**config.mk**
```make
export PLATFORM = sky130hd
export DESIGN_NAME = game_session_ctrl_flat
export DESIGN_NICKNAME = d
export VERILOG_FILES = /design/src/rtl/game_pkg.sv /design/src/rtl/game_session_ctrl_if.sv /design/src/rtl/bcd_counter.sv /design/src/rtl/game_session_ctrl.sv /design/src/flat_wrapper.sv
export SDC_FILE = /design/constraint.sdc
export NUM_CORES = 1
export LEC_CHECK = 0
export BUFFER_PORTS_ARGS = -buffer_cell sky130_fd_sc_hd__buf_2
export CAP_MARGIN = 20
export CELL_PAD_IN_SITES_DETAIL_PLACEMENT = 0
export CELL_PAD_IN_SITES_GLOBAL_PLACEMENT = 1
export CORE_MARGIN = 5
export CORE_UTILIZATION = 39
export DETAILED_ROUTE_END_ITERATION = 10
export PLACE_DENSITY_LB_ADDON = 0.15
export SYNTH_ARGS = -nofsm -noshare
export SYNTH_HDL_FRONTEND = slang
export SYNTH_SLANG_ARGS = --single-unit
```
**constraint.sdc**
```tcl
create_clock -name clk -period 2.9 [get_ports clk]
set_clock_uncertainty 0.2 [all_clocks]
set_input_delay 0.87 -clock clk [delete_from_list [all_inputs] [get_ports clk]]
set_output_delay 0.87 -clock clk [all_outputs]
set_load 0.01 [all_outputs]
```
**src/rtl/game_pkg.sv**
```systemverilog
// Shared types for the game-session controller: FSM states, display codes,
// BCD digit type and BCD magnitude compare.
package game_pkg;

  typedef enum logic [2:0] {
    S_LOGOUT   = 3'd0,
    S_INIT     = 3'd1,
    S_SETUP    = 3'd2,
    S_GAME     = 3'd3,
    S_GAMEOVER = 3'd4,
    S_TOPSCORE = 3'd5
  } state_t;

  localparam logic [2:0] CS_INIT     = 3'd0;
  localparam logic [2:0] CS_SETUP    = 3'd1;
  localparam logic [2:0] CS_GAME     = 3'd2;
  localparam logic [2:0] CS_GAMEOVER = 3'd3;
  localparam logic [2:0] CS_TOPSCORE = 3'd4;

  typedef logic [3:0] bcd_digit_t;

  // Packed BCD orders the same as plain binary, so a zero-extended compare suffices.
  function automatic logic bcd_gt(input logic [15:0] a, input logic [15:0] b);
    return a > b;
  endfunction

  function automatic logic [2:0] cs_of(input state_t s);
    case (s)
      S_SETUP:    return CS_SETUP;
      S_GAME:     return CS_GAME;
      S_GAMEOVER: return CS_GAMEOVER;
      S_TOPSCORE: return CS_TOPSCORE;
      default:    return CS_INIT;
    endcase
  endfunction

endpackage

```
**src/rtl/game_session_ctrl_if.sv**
```systemverilog
// Player-input / display-side bundle of the game-session controller.
interface game_session_ctrl_if #(
  parameter int NUM_MODES    = 3,
  parameter int MODE_W       = 2,
  parameter int SCORE_DIGITS = 2,
  parameter int PID_W        = 3
) ();
  logic                      logOn;
  logic                      pwdPls;
  logic                      startPls;
  logic                      loadPls;
  logic                      isCorrect;
  logic                      timeOut;
  logic [PID_W-1:0]          pIDin;
  logic                      isGuestIn;
  logic [2:0]                controlSig;
  logic                      logOut;
  logic                      timerEn;
  logic                      timerReconfig;
  logic [MODE_W-1:0]         modeOut;
  logic [4*SCORE_DIGITS-1:0] scoreBcd;
  logic [4*SCORE_DIGITS-1:0] topScoreBcd;
  logic [PID_W-1:0]          topPID;
  logic [PID_W-1:0]          pIDout;
  logic                      isGuestOut;
  logic                      newRecord;

  modport master (
    output logOn, pwdPls, startPls, loadPls, isCorrect, timeOut, pIDin, isGuestIn,
    input  controlSig, logOut, timerEn, timerReconfig, modeOut, scoreBcd,
           topScoreBcd, topPID, pIDout, isGuestOut, newRecord
  );

  modport slave (
    input  logOn, pwdPls, startPls, loadPls, isCorrect, timeOut, pIDin, isGuestIn,
    output controlSig, logOut, timerEn, timerReconfig, modeOut, scoreBcd,
           topScoreBcd, topPID, pIDout, isGuestOut, newRecord
  );
endinterface

```
**src/rtl/bcd_counter.sv**
```systemverilog
// Multi-digit BCD up-counter with synchronous clear; holds at all-9s.
module bcd_counter
  import game_pkg::*;
#(
  parameter int DIGITS = 2
) (
  input  logic                clk,
  input  logic                rst,
  input  logic                clr_i,
  input  logic                inc_i,
  output logic [4*DIGITS-1:0] bcd_o
);

  bcd_digit_t [DIGITS-1:0] cnt_q, cnt_d;
  logic all9, carry;

  always_comb begin
    cnt_d = cnt_q;
    all9  = 1'b1;
    for (int i = 0; i < DIGITS; i++)
      if (cnt_q[i] != 4'd9) all9 = 1'b0;
    carry = inc_i && !all9;
    for (int i = 0; i < DIGITS; i++) begin
      if (carry) begin
        if (cnt_q[i] == 4'd9) begin
          cnt_d[i] = 4'd0;
        end else begin
          cnt_d[i] = cnt_q[i] + 4'd1;
          carry    = 1'b0;
        end
      end
    end
    if (clr_i) cnt_d = '0;
  end

  always_ff @(posedge clk) begin
    if (!rst) cnt_q <= '0;
    else      cnt_q <= cnt_d;
  end

  assign bcd_o = cnt_q;

endmodule

```
**src/rtl/game_session_ctrl.sv**
```systemverilog
// Game-session FSM: login, mode select, timed BCD-scored round, game over and
// per-mode top-score table browsing. Display/timer outputs are registered.
module game_session_ctrl
  import game_pkg::*;
#(
  parameter int NUM_MODES    = 3,
  parameter int MODE_W       = 2,
  parameter int SCORE_DIGITS = 2,
  parameter int PID_W        = 3
) (
  input logic                clk,
  input logic                rst,
  game_session_ctrl_if.slave bus
);

  localparam int SW = 4 * SCORE_DIGITS;
  localparam logic [MODE_W-1:0] LAST_MODE = MODE_W'(NUM_MODES - 1);

  state_t            state_q, state_d;
  logic [MODE_W-1:0] mode_q, mode_d, view_q, view_d, mode_out;
  logic [2:0]        cs_q;
  logic              log_q, ten_q, trc_q, rec_q, guest_q, entry_q;
  logic [PID_W-1:0]  pid_q;
  logic              score_clr, score_inc;
  logic [SW-1:0]     score;
  logic [SW-1:0]     cur_top, view_top;
  logic [PID_W-1:0]  view_pid;

  logic [NUM_MODES-1:0][SW-1:0]    top_q;
  logic [NUM_MODES-1:0][PID_W-1:0] tpid_q;

  bcd_counter #(.DIGITS(SCORE_DIGITS)) u_score (
    .clk   (clk),
    .rst   (rst),
    .clr_i (score_clr),
    .inc_i (score_inc),
    .bcd_o (score)
  );

  always_comb begin
    state_d   = state_q;
    mode_d    = mode_q;
    view_d    = view_q;
    score_clr = 1'b0;
    score_inc = 1'b0;
    case (state_q)
      S_LOGOUT: state_d = S_INIT;
      S_INIT: begin
        mode_d    = '0;
        score_clr = 1'b1;
        if (bus.logOn) state_d = S_SETUP;
      end
      S_SETUP: begin
        if (bus.pwdPls) begin
          state_d = S_LOGOUT;
        end else if (bus.loadPls) begin
          if (mode_q == LAST_MODE) begin
            mode_d  = '0;
            view_d  = '0;
            state_d = S_TOPSCORE;
          end else begin
            mode_d = mode_q + 1'b1;
          end
        end else if (bus.startPls) begin
          score_clr = 1'b1;
          state_d   = S_GAME;
        end
      end
      S_GAME: begin
        // A correct answer landing with the exit pulse still scores.
        score_inc = bus.isCorrect;
        if (bus.pwdPls)       state_d = S_INIT;
        else if (bus.timeOut) state_d = S_GAMEOVER;
      end
      S_GAMEOVER: if (bus.startPls) state_d = S_INIT;
      S_TOPSCORE: begin
        if (bus.pwdPls)        state_d = S_LOGOUT;
        else if (bus.loadPls)  state_d = S_INIT;
        else if (bus.startPls) view_d  = (view_q == LAST_MODE) ? '0 : view_q + 1'b1;
      end
      default: state_d = S_INIT;
    endcase
  end

  assign mode_out = (state_q == S_TOPSCORE) ? view_q : mode_q;

  always_comb begin
    cur_top  = '0;
    view_top = '0;
    view_pid = '0;
    for (int i = 0; i < NUM_MODES; i++) begin
      if (mode_q == MODE_W'(i)) cur_top = top_q[i];
      if (mode_out == MODE_W'(i)) begin
        view_top = top_q[i];
        view_pid = tpid_q[i];
      end
    end
  end

  always_ff @(posedge clk) begin
    if (!rst) begin
      state_q <= S_LOGOUT;
      mode_q  <= '0;
      view_q  <= '0;
      cs_q    <= '0;
      log_q   <= 1'b0;
      ten_q   <= 1'b0;
      trc_q   <= 1'b0;
      rec_q   <= 1'b0;
      entry_q <= 1'b0;
      pid_q   <= '0;
      guest_q <= 1'b0;
      top_q   <= '0;
      tpid_q  <= '0;
    end else begin
      state_q <= state_d;
      mode_q  <= mode_d;
      view_q  <= view_d;
      cs_q    <= cs_of(state_d);
      log_q   <= (state_q == S_LOGOUT);
      ten_q   <= (state_d == S_GAME);
      trc_q   <= (state_d == S_INIT);
      entry_q <= (state_q == S_GAME) && (state_d == S_GAMEOVER);
      rec_q   <= 1'b0;
      // First GAMEOVER cycle: score is final, so latch the player and update the table.
      if (entry_q) begin
        pid_q   <= bus.pIDin;
        guest_q <= bus.isGuestIn;
        if (!bus.isGuestIn && bcd_gt(16'(score), 16'(cur_top))) begin
          rec_q <= 1'b1;
          for (int i = 0; i < NUM_MODES; i++) begin
            if (mode_q == MODE_W'(i)) begin
              top_q[i]  <= score;
              tpid_q[i] <= bus.pIDin;
            end
          end
        end
      end
    end
  end

  assign bus.controlSig    = cs_q;
  assign bus.logOut        = log_q;
  assign bus.timerEn       = ten_q;
  assign bus.timerReconfig = trc_q;
  assign bus.modeOut       = mode_out;
  assign bus.scoreBcd      = score;
  assign bus.topScoreBcd   = view_top;
  assign bus.topPID        = view_pid;
  assign bus.pIDout        = pid_q;
  assign bus.isGuestOut    = guest_q;
  assign bus.newRecord     = rec_q;

endmodule

```
**src/flat_wrapper.sv**
```systemverilog
// flat-port wrapper written by rule: the top's interface ports become plain ports
module game_session_ctrl_flat import game_pkg::*;
#(
  parameter int NUM_MODES    = 3,
  parameter int MODE_W       = 2,
  parameter int SCORE_DIGITS = 2,
  parameter int PID_W        = 3
)
  (clk, rst, bus_logOn, bus_pwdPls, bus_startPls, bus_loadPls, bus_isCorrect, bus_timeOut, bus_pIDin, bus_isGuestIn, bus_controlSig, bus_logOut, bus_timerEn, bus_timerReconfig, bus_modeOut, bus_scoreBcd, bus_topScoreBcd, bus_topPID, bus_pIDout, bus_isGuestOut, bus_newRecord);
  game_session_ctrl_if #(.NUM_MODES(NUM_MODES), .MODE_W(MODE_W), .SCORE_DIGITS(SCORE_DIGITS), .PID_W(PID_W)) bus_i ();
  input logic clk;
  input logic rst;
  input wire logic [$bits(bus_i.logOn)-1:0] bus_logOn;
  input wire logic [$bits(bus_i.pwdPls)-1:0] bus_pwdPls;
  input wire logic [$bits(bus_i.startPls)-1:0] bus_startPls;
  input wire logic [$bits(bus_i.loadPls)-1:0] bus_loadPls;
  input wire logic [$bits(bus_i.isCorrect)-1:0] bus_isCorrect;
  input wire logic [$bits(bus_i.timeOut)-1:0] bus_timeOut;
  input wire logic [$bits(bus_i.pIDin)-1:0] bus_pIDin;
  input wire logic [$bits(bus_i.isGuestIn)-1:0] bus_isGuestIn;
  output wire logic [$bits(bus_i.controlSig)-1:0] bus_controlSig;
  output wire logic [$bits(bus_i.logOut)-1:0] bus_logOut;
  output wire logic [$bits(bus_i.timerEn)-1:0] bus_timerEn;
  output wire logic [$bits(bus_i.timerReconfig)-1:0] bus_timerReconfig;
  output wire logic [$bits(bus_i.modeOut)-1:0] bus_modeOut;
  output wire logic [$bits(bus_i.scoreBcd)-1:0] bus_scoreBcd;
  output wire logic [$bits(bus_i.topScoreBcd)-1:0] bus_topScoreBcd;
  output wire logic [$bits(bus_i.topPID)-1:0] bus_topPID;
  output wire logic [$bits(bus_i.pIDout)-1:0] bus_pIDout;
  output wire logic [$bits(bus_i.isGuestOut)-1:0] bus_isGuestOut;
  output wire logic [$bits(bus_i.newRecord)-1:0] bus_newRecord;
  assign bus_i.logOn = bus_logOn;
  assign bus_i.pwdPls = bus_pwdPls;
  assign bus_i.startPls = bus_startPls;
  assign bus_i.loadPls = bus_loadPls;
  assign bus_i.isCorrect = bus_isCorrect;
  assign bus_i.timeOut = bus_timeOut;
  assign bus_i.pIDin = bus_pIDin;
  assign bus_i.isGuestIn = bus_isGuestIn;
  assign bus_controlSig = bus_i.controlSig;
  assign bus_logOut = bus_i.logOut;
  assign bus_timerEn = bus_i.timerEn;
  assign bus_timerReconfig = bus_i.timerReconfig;
  assign bus_modeOut = bus_i.modeOut;
  assign bus_scoreBcd = bus_i.scoreBcd;
  assign bus_topScoreBcd = bus_i.topScoreBcd;
  assign bus_topPID = bus_i.topPID;
  assign bus_pIDout = bus_i.pIDout;
  assign bus_isGuestOut = bus_i.isGuestOut;
  assign bus_newRecord = bus_i.newRecord;
  game_session_ctrl #(.NUM_MODES(NUM_MODES), .MODE_W(MODE_W), .SCORE_DIGITS(SCORE_DIGITS), .PID_W(PID_W)) u_core (.clk(clk), .rst(rst), .bus(bus_i));
endmodule
```
==> reports/results.md, run 1 <==
| Stage | Parameter | This run |
|---|---|---|
| global route | Met2 Usage GRT | 26.63% |
| global route | Pin count of the biggest net entering global routing | 46 |
| cts | Register clock-pin slew on the reported worst setup and hold paths | 0.07 ns |
| detailed routing | DRT iter0 DRCs | 80 |
| cts | TritonCTS clock tree | done |
| placement | Routability Congestion | 0.8409 |
| setup path | Largest fanout on the critical path | 12 |
| detailed routing | Post-detailed-route count of antenna-violating nets | 0 |
| finish | Most frequent standard cell in the layout excluding fill and tap cells | nand2_1 |
| placement | Worst setup slack after placement | -0.06740 ns |
| floorplan | Number of core rows | 32 |
| synth | Synthesis-stage register bit count | 60 |
| finish | Antenna fix cells | 0 |
| timing | Setup repair after global routing missed its margin | true |
| outcome | Status | complete, but fails checks |
| cts | H-tree level count | 3 |
| detailed routing | Average wire per standard cell | 15.32 um |
| cts | Number of buffers inserted by hold repair at cts | 0 |
| detailed routing | Routed vias/inst | 5.089 |
| setup path | Nature of the critical path endpoint | output port |
| cts | TritonCTS buffer count | 9 |
| floorplan | Area inside the core boundary | 7687 um2 |
| finish | Area grow syn2layout | 25.54% |
| power | Power, Total | 1.674 mW |
| synth | Post-synth top flop | dfxtp_1 |
| detailed routing | Drt first pass iters | 6 |
| floorplan | Top-Level Pins | 44 |
| job | Maximum Capacitance Violations | 0 |
| detailed routing | Final routed DRC violation total | 0 |
| setup path | Classification of the worst setup path | reg2out |
| finish | Fraction of final layout cells sized beyond drive strength 1 | 25.24% |
| timing | Number of max-slew violations in the final report | 0 |
| outcome | Failing checks | setup timing |
| power | PwrDens | 434.9 nW/um2 |
| synth | Avg Cell Area, Syn | 8.688 um2 |
| power | Maximum ir drop on the vdd rail | 0.1805 mV |
| floorplan | Starting density of the core | 39.89% |
| global route | Wire length of the first global-routing pass | 13,020 um |
| placement | DPL Wire Length | 5701 um |
| finish | Net count reported at finish | 441 |
| detailed routing | Vias post-DR | 2,677 |
| global route | Total global routing track utilization | 16.71% |
| synth | Cell Area, Synth | 3067 um2 |
| synth | Area fraction in and, or, nand and nor cells after synthesis | 21.58% |
| synth | Net count of the mapped netlist | 373 |
| synth | Largest family of logic cells by synthesized area | simple AND/OR/NAND/NOR gates |
| synth | Xor/xnor cell area share of the yosys netlist | 1.428% |
| timing | Final min period | 3.005 ns |
| timing | Final Hold Viols | 0 |
| finish | Commonest non-fill, non-tap cells in the layout | nand2_1, dfxtp_1, mux2i_1 |
| synth | Fraction of registers with async set or reset after synthesis | 0% |
| detailed routing | Total Routed Length | 8058 um |
| global route | Met3 usage | 3.326% |
| synth | Synthesized instance count | 353 |
| finish | Layout Cells excl Fill | 526 |
| power | Static Leakage | 1.620 nW |
| synth | Compound-cell area share of the yosys netlist | 10.69% |
| synth | Warning count from the yosys run | 0 |
| synth | Post-synthesis adder-cell area fraction | 3.264% |
| timing | Transition time of the tightest slew-check pin | 0.6336 ns |
| cts | Clock net sink count | 60 |
| cts | Clock tree root driver cell | clkbuf_8 |
| floorplan | DIE WIDTH | 98.68 um |
| timing | Share of the clock period used by the worst path | 103.6% |
| synth | EDFF count, synth | 0 |
| global route | Vias in the first global route | 2,543 |
| timing | Final setup vio count | 11 |
| setup path | Worst EP arrival | 1.93 ns |
| cts | Worst-case clock buffer depth | 2 |
| placement | Count of port buffers added during placement | 43 |
| setup path | CP startpoint kind | flip-flop |
| global route | Sum of overflow across all layers after global routing | 0 |
| cts | Worst-Skew Late Latency | 0.33 ns |
| synth | Distinct cell type count after synthesis | 50 |
| synth | Multiplexer share of the synthesized area | 19.95% |
| placement | Post-placement cell count | 507 |
| timing | Total Neg Setup Slack | -0.8828 ns |
| synth | Fraction of the yosys area taken by sequential cells | 39.17% |
| global route | Most congested layer reported by global routing | met2 |
| floorplan | Die area | 9737 um2 |
| timing | Slew HR | 57.22% |
| global route | Number of antenna violations at the first check in global routing | 0 |
| min path | Hold/Removal Path Class | reg2reg |
| setup path | Required time of the critical path | 1.83 ns |
| timing | Final setup slack of the worst path | -0.1049 ns |
| timing | Fmax | 332.8 MHz |
| floorplan | Die H | 98.68 um |
| global route | Fraction of met1 tracks used by global routing | 22.47% |
-- report_power, final --
| group | internal, mW | total [mW] | switching [mW] |
|---|---|---|---|
| Combinational | 0.0535 | 0.137 | 0.0839 |
| Clock | 0.385 | 0.695 | 0.310 |
| Sequential | 0.838 | 0.842 | 0.00453 |
| Total | 1.28 | 1.67 | 0.398 |
-- synth_stat cells, types with 2 or more instances --
cell	instances	area [um2]
nor4_1	2	12.51
dfxtp_1	60	1201
xnor2_1	2	17.52
nand4_1	3	18.77
nor3_1	7	35.03
o211ai_1	2	15.01
inv_1	6	22.52
nand2b_1	4	25.02
ha_1	8	100.1
o31ai_1	2	15.01
nor4b_1	2	17.52
or2_2	2	12.51
o311ai_0	2	17.52
mux2i_1	60	600.6
buf_2	3	15.01
a21oi_1	19	95.09
nor3b_1	6	45.04
nor2b_1	9	56.30
xor2_1	3	26.28
o21ai_0	16	80.08
nor2_1	23	86.33
o2111ai_1	2	17.52
nand2_1	65	244.0
clkbuf_1	16	60.06
and2_1	4	25.02
-- critical path: stages, from the launching register on --
cell	delay, ns
dfxtp_2	0.32
nand3b_1	0.28
buf_4	0.22
mux2_2	0.27
buf_4	0.20
o21ai_0	0.16
buf_2	0.16
-- flip-flops by register name, indices dropped and copies added (netlist names) --
register,cells
u_core.bus.timerEn,1
u_core.entry_q,1
u_core.tpid_q,9
u_core.mode_q,2
u_core.view_q,2
u_core.u_score.bcd_o,8
u_core.state_q,3
u_core.bus.logOut,1
u_core.bus.pIDout,3
u_core.bus.controlSig,3
u_core.top_q,24
u_core.bus.isGuestOut,1
u_core.bus.newRecord,1
u_core.bus.timerReconfig,1
-- cells by family (layout without fill, tap and decap cells) --
logic type | Yosys count | after routing
buffers and inverters | 28 | 98
AO/OA/AOI/OAI | 54 | 54
adder cells (fa/ha/maj) | 8 | 8
flip-flops | 60 | 60
multiplexers | 61 | 61
AND/OR/NAND/NOR | 137 | 138
XOR/XNOR | 5 | 5
-- timing repair --
action / 4_1_cts / 5_1_grt
pin swaps: 1 / 6
gates resized for setup: 11 / 20
buffers inserted: 0 / 3
setup endpoints to repair: 29 / 44
gates cloned: 1 / 1
-- worst paths after layout --
kind                                               startpoint                       endpoint  slack (ns)  depth (start not counted)
worst max-delay path             u_core.state_q[1]$_SDFF_PN0_                  bus_topPID[1]       -0.10                          6
worst min-delay path            u_core.tpid_q[5]$_SDFFE_PN0P_  u_core.tpid_q[5]$_SDFFE_PN0P_        0.26                          2
worst max register to register  u_core.mode_q[1]$_SDFFE_PN0P_  u_core.top_q[19]$_SDFFE_PN0P_        0.02                         10
worst min register to register  u_core.tpid_q[5]$_SDFFE_PN0P_  u_core.tpid_q[5]$_SDFFE_PN0P_        0.26                          2
-- metrics by stage --
step / hold WS (ns) / area, um2 / util, %
5_1_grt: 0.2808 / 3850 / 50.08
3_3_place_gp: 0.2418 / 3560 / 46.31
2_1_floorplan: 0.2344 / 3075 / -
6_report: 0.2603 / 3850 / 50.08
3_5_place_dp: 0.2496 / 3560 / 46.31
4_1_cts: 0.2627 / 3771 / 49.06
-- cell type report --
class                   instances  area (um2)
fillers                       766        3837
multi-input cells             266        1818
flip-flops and latches         60        1206
repair buffers                 78       504.2
clock buffers                  11       131.4
well taps                     102       127.6
clock inverters                 3       40.04
inverters                       6       22.52
-- layer usage --
| metal | part of all wire (%) | vias up |
|---|---|---|
| met5 | 0 | - |
| met4 | 1.5 | 0 |
| met3 | 3.5 | 12 |
| met2 | 47 | 52 |
| met1 | 48 | 1246 |
| li1 | - | 1367 |
Note: power is estimated with default switching activity, not from simulation.
==> run 2, diff against run 1 <==
--- a/config.mk
+++ b/config.mk
@@ -5,12 +5,13 @@
 export SDC_FILE = /design/constraint.sdc
 export NUM_CORES = 1
 export LEC_CHECK = 0
+export ABC_AREA = 1
 export BUFFER_PORTS_ARGS = -buffer_cell sky130_fd_sc_hd__buf_2
 export CAP_MARGIN = 20
 export CELL_PAD_IN_SITES_DETAIL_PLACEMENT = 0
 export CELL_PAD_IN_SITES_GLOBAL_PLACEMENT = 1
 export CORE_MARGIN = 5
-export CORE_UTILIZATION = 39
+export CORE_UTILIZATION = 37
 export DETAILED_ROUTE_END_ITERATION = 10
 export PLACE_DENSITY_LB_ADDON = 0.15
 export SYNTH_ARGS = -nofsm -noshare
==> run 2 against run 1 <==
Global-route usage is 1.8 points higher; the flow now finishes without violations; register-to-register slack better by 0.29 ns; final cell count rose by 37%; largest power group is now the clock network; area after synthesis increased by 14%; count of clock-buffer cells in the layout unchanged.
==> reports/results.md, run 2 <==
| Stage | Parameter | This run | Delta |
|---|---|---|---|
| floorplan | Die area | 11,500 um2 | +18% |
| setup path | CP startpoint kind | flip-flop |  |
| setup path | Slowest stage cell on the critical path | dfxtp_4 |  |
| cts | Clock net sink count | 60 | unchanged |
| power | Proportion of power drawn by flip-flops and latches | 41.9% | -8.4 points |
| global route | Wire length of the first global-routing pass | 16,730 um | +29% |
| timing | Setup repair after global routing missed its margin | true |  |
| cts | H-tree level count | 3 | unchanged |
| global route | Sum of overflow across all layers after global routing | 0 | unchanged |
| detailed routing | Final routed DRC violation total | 0 | unchanged |
| cts | TritonCTS buffer count | 9 | unchanged |
| cts | Clock tree root driver cell | clkbuf_8 |  |
| timing | Slew HR | 67.54% | +10 points |
| floorplan | Area inside the core boundary | 9240 um2 | +20% |
| timing | Final min period | 2.855 ns | -0.1502 ns |
| timing | Fmax | 350.3 MHz | +5.3% |
| synth | Fraction of registers with async set or reset after synthesis | 0% | unchanged |
| floorplan | Number of core rows | 35 | +9.4% |
| cts | Register clock-pin slew on the reported worst setup and hold paths | 0.07 ns | about the same |
| timing | Transition time of the tightest slew-check pin | 0.4868 ns | -0.1467 ns |
| power | PwrDens | 479.7 nW/um2 | +10% |
| setup path | Classification of the worst setup path | reg2out |  |
| cts | Worst-case clock buffer depth | 2 | unchanged |
| detailed routing | DRT iter0 DRCs | 182 | +130% |
| finish | Net count reported at finish | 609 | +38% |
| synth | Distinct cell type count after synthesis | 37 | -26% |
| timing | Final setup slack of the worst path | 0.04528 ns | +0.1502 ns |
| global route | Total global routing track utilization | 18.52% | +1.8 points |
| setup path | Nature of the critical path endpoint | output port |  |
| cts | Worst-Skew Late Latency | 0.34 ns | about the same |
| floorplan | Top-Level Pins | 44 | unchanged |
| detailed routing | Total Routed Length | 10,100 um | +25% |
| placement | Routability Congestion | 0.8408 | about the same |
| finish | Most frequent standard cell in the layout excluding fill and tap cells | nand2_1 |  |
| global route | Number of antenna violations at the first check in global routing | 0 | unchanged |
| power | Switching power of the nets | 0.5656 mW | +42% |
| floorplan | Starting density of the core | 37.87% | -2.0 points |
| synth | Synthesis-stage register bit count | 60 | unchanged |
| finish | Commonest non-fill, non-tap cells in the layout | nand2_1, inv_1, nor2_1 |  |
| setup path | Worst EP arrival | 1.78 ns | -0.15 ns |
| timing | Final Hold Viols | 0 | unchanged |
| setup path | Crit path largest cell delay | 0.36 ns | +0.04 ns |
| synth | Warning count from the yosys run | 0 | unchanged |
| job | Maximum Capacitance Violations | 0 | unchanged |
| min path | Hold/Removal Path Class | reg2reg |  |
| synth | Cell Area, Synth | 3500 um2 | +14% |
| synth | Net count of the mapped netlist | 556 | +49% |
| global route | Vias in the first global route | 3,319 | +31% |
| placement | DPL Wire Length | 7118 um | +25% |
| global route | Pin count of the biggest net entering global routing | 46 | unchanged |
| synth | Avg Cell Area, Syn | 6.529 um2 | -25% |
| synth | Synthesized instance count | 536 | +52% |
| timing | Final setup vio count | 0 | -11 |
| placement | Count of port buffers added during placement | 43 | unchanged |
| synth | EDFF count, synth | 0 | unchanged |
| power | Maximum ir drop on the vdd rail | 0.2269 mV | +26% |
| detailed routing | Drt first pass iters | 4 | -2 |
| timing | Number of max-slew violations in the final report | 0 | unchanged |
| setup path | Largest fanout on the critical path | 7 | -5 |
| finish | Antenna fix cells | 0 | unchanged |
| finish | Layout Cells excl Fill | 722 | +37% |
| power | Proportion of power drawn by combinational gates | 14.9% | +6.7 points |
| finish | Fraction of final layout cells sized beyond drive strength 1 | 18.89% | -6.3 points |
| floorplan | Die H | 107.3 um | +8.7% |
| timing | Worst hold-check slack | 0.2774 ns | +0.01718 ns |
| setup path | CP most frequent cell | nand2_1 |  |
| synth | Post-synth top flop | dfxtp_1 |  |
| detailed routing | Post-detailed-route count of antenna-violating nets | 0 | unchanged |
| synth | Most instantiated cells after synthesis | nand2_1, inv_1, nor2_1 |  |
| finish | Area grow syn2layout | 20.02% |  |
| power | Power, Total | 2.015 mW | +20% |
| detailed routing | Routed vias/inst | 4.821 | -5.3% |
| placement | Worst setup slack after placement | 0.1039 ns | +0.1713 ns |
| synth | Portion of synthesized cell area occupied by the leading cell type | 34.32% | -4.8 points |
| setup path | Required time of the critical path | 1.83 ns | about the same |
| detailed routing | Vias post-DR | 3,481 | +30% |
| power | Fraction of power consumed by the clock network | 43.2% | +1.7 points |
| timing | Share of the clock period used by the worst path | 98.44% | -5.2 points |
| setup path | Cells along the critical path | inv_4 -> nand3_4 -> nand2_1 -> o21a_1 -> inv_2 -> nor2_4 -> buf_6 -> nand2_1 -> o211ai_1 -> buf_2 |  |
| timing | Total Neg Setup Slack | 0 ns | +0.8828 ns |
| detailed routing | Average wire per standard cell | 13.99 um | -8.7% |
| synth | Top cells by area, synth | dfxtp_1, nand2_1, inv_1 |  |
| power | Cell internal power dissipation | 1.449 mW | +14% |
| power | Static Leakage | 1.937 nW | +20% |
| power | Switching share of power | 28.07% | +4.3 points |
| placement | Post-placement cell count | 698 | +38% |
| floorplan | DIE WIDTH | 107.3 um | +8.7% |
| finish | Register with the most flip-flops | u_core.top_q |  |
| finish | Flip-flop count of the largest register, all copies and words added | 24 | unchanged |
| outcome | Status | finished clean |  |
| synth | Cell taking the most area after synthesis | dfxtp_1 |  |
| cts | TritonCTS clock tree | done |  |
| synth | Top-count cell post-synth | nand2_1 |  |
| synth | Fraction of the yosys area taken by sequential cells | 34.32% | -4.8 points |
-- run 2: changes by cell type in the layout (fill, tap and decap cells not counted), sizes merged, moves of 5 or more --
cell    previous run  this run
mux2i             60         0
buf               78        64
nor2              23        65
nand4              3        38
nor2b              9         0
o221ai             0         5
nand2             65       139
nand3              1        22
o211ai             2        12
inv                6       107
-- run 2: final timing paths --
check	startpoint	to	slack (ns)	cells after the start
worst max-delay path	u_core.state_q[1]$_SDFF_PN0_	bus_topScoreBcd[7]	0.05	10
worst min-delay path	u_core.view_q[0]$_SDFFE_PN0P_	u_core.view_q[0]$_SDFFE_PN0P_	0.28	2
worst max register to register	u_core.mode_q[0]$_SDFFE_PN0P_	u_core.top_q[4]$_SDFFE_PN0P_	0.31	16
worst min register to register	u_core.view_q[0]$_SDFFE_PN0P_	u_core.view_q[0]$_SDFFE_PN0P_	0.28	2
-- run 2: final cells by class --
type,count,area [um2]
flip-flops and latches,60,1209
repair buffers,64,394.1
inverters,108,410.4
clock buffers,11,151.4
fillers,995,5040
clock inverters,4,72.57
well taps,129,161.4
multi-input cells,346,1802
-- run 2: cell families (layout without fill, tap and decap cells) --
family	after synthesis	count (layout)	share of synthesized area [%]
buf+inv	130	187	15.62
compound gates	63	63	11.41
fa+ha+maj	8	8	2.860
flops	60	60	34.32
simple gates	275	275	35.79
-- run 2: critical path: cells and delay by family (launching register included) --
kind	cells	cell delay, ns
AO/OA/AOI/OAI	2	0.26
buffers and inverters	4	0.47
flip-flops	1	0.36
AND/OR/NAND/NOR	4	0.38
-- run 2: timing repair --
action / CTS / global route
endpoints found under the setup margin: 11 / 44
gates cloned: 2 / 0
resized for setup: 13 / 9
pin swaps: 2 / 3
buffers inserted: 4 / 3
hold buffers: 0 / 0
-- run 2: routing by layer --
metal	wire length, um	vias to the layer above	share of wire [%]	global-route usage (%)
li1	-	1809	-	-
met1	4916	1584	49	26.19
met2	4605	81	46	28.95
met3	487	7	4.8	2.939
met4	93	0	0.92	5.479
met5	0	-	0	0
-- run 2: power by group through the flow --
stage          combinational (mW)  clock, mW  sequential [mW]
6_report                    0.301      0.870            0.845
5_1_grt                     0.336      0.923            0.846
4_1_cts                     0.292      0.887            0.844
3_5_place_dp                0.278          0            0.863
3_3_place_gp                0.276          0            0.863
2_1_floorplan               0.194          0            0.862
-- run 2: per-stage QoR --
step | area [um2] | utilization, %
2_1_floorplan | 3500 | -
6_report | 4200 | 45.46
5_1_grt | 4200 | 45.46
3_3_place_gp | 3827 | 41.42
3_5_place_dp | 3827 | 41.42
4_1_cts | 4125 | 44.64
==> run 3, diff against run 2 <==
--- a/config.mk
+++ b/config.mk
@@ -8,11 +8,12 @@
 export ABC_AREA = 1
 export BUFFER_PORTS_ARGS = -buffer_cell sky130_fd_sc_hd__buf_2
 export CAP_MARGIN = 20
-export CELL_PAD_IN_SITES_DETAIL_PLACEMENT = 0
+export CELL_PAD_IN_SITES_DETAIL_PLACEMENT = 1
 export CELL_PAD_IN_SITES_GLOBAL_PLACEMENT = 1
 export CORE_MARGIN = 5
 export CORE_UTILIZATION = 37
 export DETAILED_ROUTE_END_ITERATION = 10
+export MAX_ROUTING_LAYER = met4
 export PLACE_DENSITY_LB_ADDON = 0.15
 export SYNTH_ARGS = -nofsm -noshare
 export SYNTH_HDL_FRONTEND = slang
==> run 3 against run 2 <==
Utilization is 0.54 points lower; hold slack better by 0.0032 ns; power is 10% lower; critical path type unchanged; combinational power is 2% higher; setup slack worse by 0.025 ns; largest cell class unchanged; critical path depth is 2 lower; sequential cell count stayed put; final cell count is 0.55% higher; register-to-register slack worse by 0.05 ns.
==> reports/results.md, run 3 (same netlist as run 2, synthesis figures left out) <==
| Stage | Parameter | This run | Delta |
|---|---|---|---|
| outcome | Status | finished clean |  |
| cts | TritonCTS buffer count | 9 | unchanged |
| global route | Vias in the first global route | 3,643 | +9.8% |
| finish | Flip-flop count of the largest register, all copies and words added | 24 | unchanged |
| global route | Total global routing track utilization | 20.68% | +2.2 points |
| finish | Fraction of final layout cells sized beyond drive strength 1 | 18.76% | -0.13 points |
| timing | Final setup vio count | 0 | unchanged |
| finish | Net count reported at finish | 614 | +0.82% |
| setup path | Largest fanout on the critical path | 11 | +4 |
| cts | Register clock-pin slew on the reported worst setup and hold paths | 0.07 ns | about the same |
| detailed routing | DRT iter0 DRCs | 172 | -5.5% |
| cts | Clock tree root driver cell | clkbuf_8 |  |
| detailed routing | Routed vias/inst | 5.026 | +4.2% |
| timing | Number of max-slew violations in the final report | 0 | unchanged |
| timing | Worst hold-check slack | 0.2806 ns | +0.003201 ns |
| timing | Slew HR | 66.96% | -0.59 points |
| detailed routing | Post-detailed-route count of antenna-violating nets | 0 | unchanged |
| detailed routing | Total Routed Length | 11,370 um | +13% |
| detailed routing | Vias post-DR | 3,649 | +4.8% |
| cts | Worst-case clock buffer depth | 2 | unchanged |
| setup path | Classification of the worst setup path | reg2out |  |
| cts | Clock net sink count | 60 | unchanged |
| floorplan | Top-Level Pins | 44 | unchanged |
| detailed routing | Final routed DRC violation total | 0 | unchanged |
| timing | Total Neg Setup Slack | 0 ns | unchanged |
| global route | Sum of overflow across all layers after global routing | 0 | unchanged |
| floorplan | Die H | 107.3 um | unchanged |
| global route | Wire length of the first global-routing pass | 18,170 um | +8.6% |
| cts | Number of buffers inserted by hold repair at cts | 0 | unchanged |
| finish | Area grow syn2layout | 18.59% |  |
| job | Maximum Capacitance Violations | 0 | unchanged |
| setup path | Nature of the critical path endpoint | output port |  |
| detailed routing | Drt first pass iters | 4 | unchanged |
| floorplan | Starting density of the core | 37.87% | unchanged |
| finish | Sequential cell area in the final layout | 1211 um2 | +0.21% |
| setup path | Worst EP arrival | 1.81 ns | +0.03 ns |
| setup path | Slowest stage cell on the critical path | dfxtp_4 |  |
| timing | Final Hold Viols | 0 | unchanged |
| placement | Placed cell areas | 3827 um2 | unchanged |
| min path | Hold/Removal Path Class | reg2reg |  |
| floorplan | Area inside the core boundary | 9240 um2 | unchanged |
| power | Power, Total | 1.807 mW | -10% |
| timing | Final min period | 2.879 ns | +0.02451 ns |
| power | PwrDens | 435.5 nW/um2 | -9.2% |
| floorplan | DIE WIDTH | 107.3 um | unchanged |
| timing | Transition time of the tightest slew-check pin | 0.4957 ns | +0.008833 ns |
| finish | Design area | 4150 um2 | -1.2% |
| setup path | Kind of cell with the highest combined delay on the critical path | buffers and inverters |  |
| setup path | Crit path largest cell delay | 0.37 ns | about the same |
| cts | H-tree level count | 3 | unchanged |
| floorplan | Die area | 11,500 um2 | unchanged |
| finish | Fillcell total | 1,245 | +25% |
| timing | Share of the clock period used by the worst path | 99.28% | +0.85 points |
| global route | Number of antenna violations at the first check in global routing | 0 | unchanged |
| placement | Routability Congestion | 0.8539 | +1.6% |
| setup path | Number of buffers and inverters on the critical path | 4 | unchanged |
| finish | Commonest non-fill, non-tap cells in the layout | nand2_1, inv_1, nor2_1 |  |
| placement | DPL Wire Length | 8043 um | +13% |
| finish | Register with the most flip-flops | u_core.top_q |  |
| setup path | CP startpoint kind | flip-flop |  |
| setup path | Cells along the critical path | inv_4 -> nand3_4 -> o21a_1 -> inv_2 -> nand2_1 -> buf_6 -> o211ai_1 -> buf_2 |  |
| setup path | Required time of the critical path | 1.83 ns | about the same |
| floorplan | Number of core rows | 35 | unchanged |
| placement | Count of port buffers added during placement | 43 | unchanged |
| cts | Worst-Skew Late Latency | 0.34 ns | about the same |
| timing | Fmax | 347.3 MHz | -0.85% |
| finish | Antenna fix cells | 0 | unchanged |
| global route | Pin count of the biggest net entering global routing | 46 | unchanged |
| power | Maximum ir drop on the vdd rail | 0.2547 mV | +12% |
| finish | Area occupied by multi-input gates | 1789 um2 | -0.69% |
| timing | Setup repair after global routing missed its margin | true |  |
| detailed routing | Average wire per standard cell | 15.67 um | +12% |
| finish | Most frequent standard cell in the layout excluding fill and tap cells | nand2_1 |  |
| power | Static Leakage | 1.929 nW | -0.41% |
| cts | TritonCTS clock tree | done |  |
==> run 3: changes by cell type in the layout (fill, tap and decap cells not counted), sizes merged <==
cell | previous run | this run
bufinv | 2 | 0
clkinvlp | 1 | 0
clkinv | 2 | 4
buf | 64 | 69
==> run 3: report_power, final <==
group          switching [mW]  leakage (nW)  internal [mW]
Clock                   0.335        0.0848          0.320
Sequential             0.0110         0.487          0.834
Combinational           0.216          1.36         0.0902
Total                   0.563          1.93           1.24
==> run 3: through the flow <==
stage          setup WS [ns]  instances  util (%)
2_1_floorplan         0.4359        536         -
3_3_place_gp          0.1590        698     41.42
3_5_place_dp         0.02237        698     41.42
4_1_cts             0.001303        716     43.72
5_1_grt             -0.08195        726     44.92
6_report             0.02077        726     44.92
==> run 3: final timing paths <==
check | depth (start not counted) | to | slack (ns) | from
max | 8 | bus_topScoreBcd[7] | 0.02 | u_core.state_q[1]$_SDFF_PN0_
min | 1 | u_core.bus.isGuestOut$_SDFFE_PN0P_ | 0.28 | u_core.bus.isGuestOut$_SDFFE_PN0P_
max reg2reg | 14 | u_core.top_q[12]$_SDFFE_PN0P_ | 0.26 | u_core.mode_q[0]$_SDFFE_PN0P_
min reg2reg | 1 | u_core.bus.isGuestOut$_SDFFE_PN0P_ | 0.28 | u_core.bus.isGuestOut$_SDFFE_PN0P_
==> run 3: what timing repair did <==
item / in CTS / in global routing
gates resized for setup: 10 / 9
pin swaps: 2 / 2
cloned: 1 / 0
endpoints found under the setup margin: 13 / 45
setup buffers: 3 / 10
==> run 3: routing by layer <==
metal | up-vias | GRT usage (%) | wire [um]
li1 | 1814 | - | -
met1 | 1738 | 27.03 | 5353
met2 | 80 | 33.24 | 5351
met3 | 17 | 2.699 | 511
met4 | 0 | 6.667 | 157
met5 | - | - | 0
==> run 3: final cells by class <==
| cell class | instances | area share [%] |
|---|---|---|
| Clock buffer | 11 | 3.407 |
| Clock inverter | 3 | 0.3618 |
| Inverter | 108 | 9.888 |
| Multi-Input combinational cell | 346 | 43.11 |
| Sequential cell | 60 | 29.18 |
| Tap cell | 129 | 3.889 |
| Timing Repair Buffer | 69 | 10.16 |
==> run 3: worst register-to-register path, stage by stage, from the launching register on <==
cell and delay (ns):
dfxtp_2 0.43, inv_1 0.06, nor2_1 0.16, inv_1 0.12, o22ai_1 0.19, a21oi_1 0.08, ha_1 0.30, nand2_1 0.10
nor2_1 0.08, a21oi_4 0.24, buf_4 0.17, nand3_4 0.18, nand2_1 0.11, inv_1 0.05, nor2_1 0.11
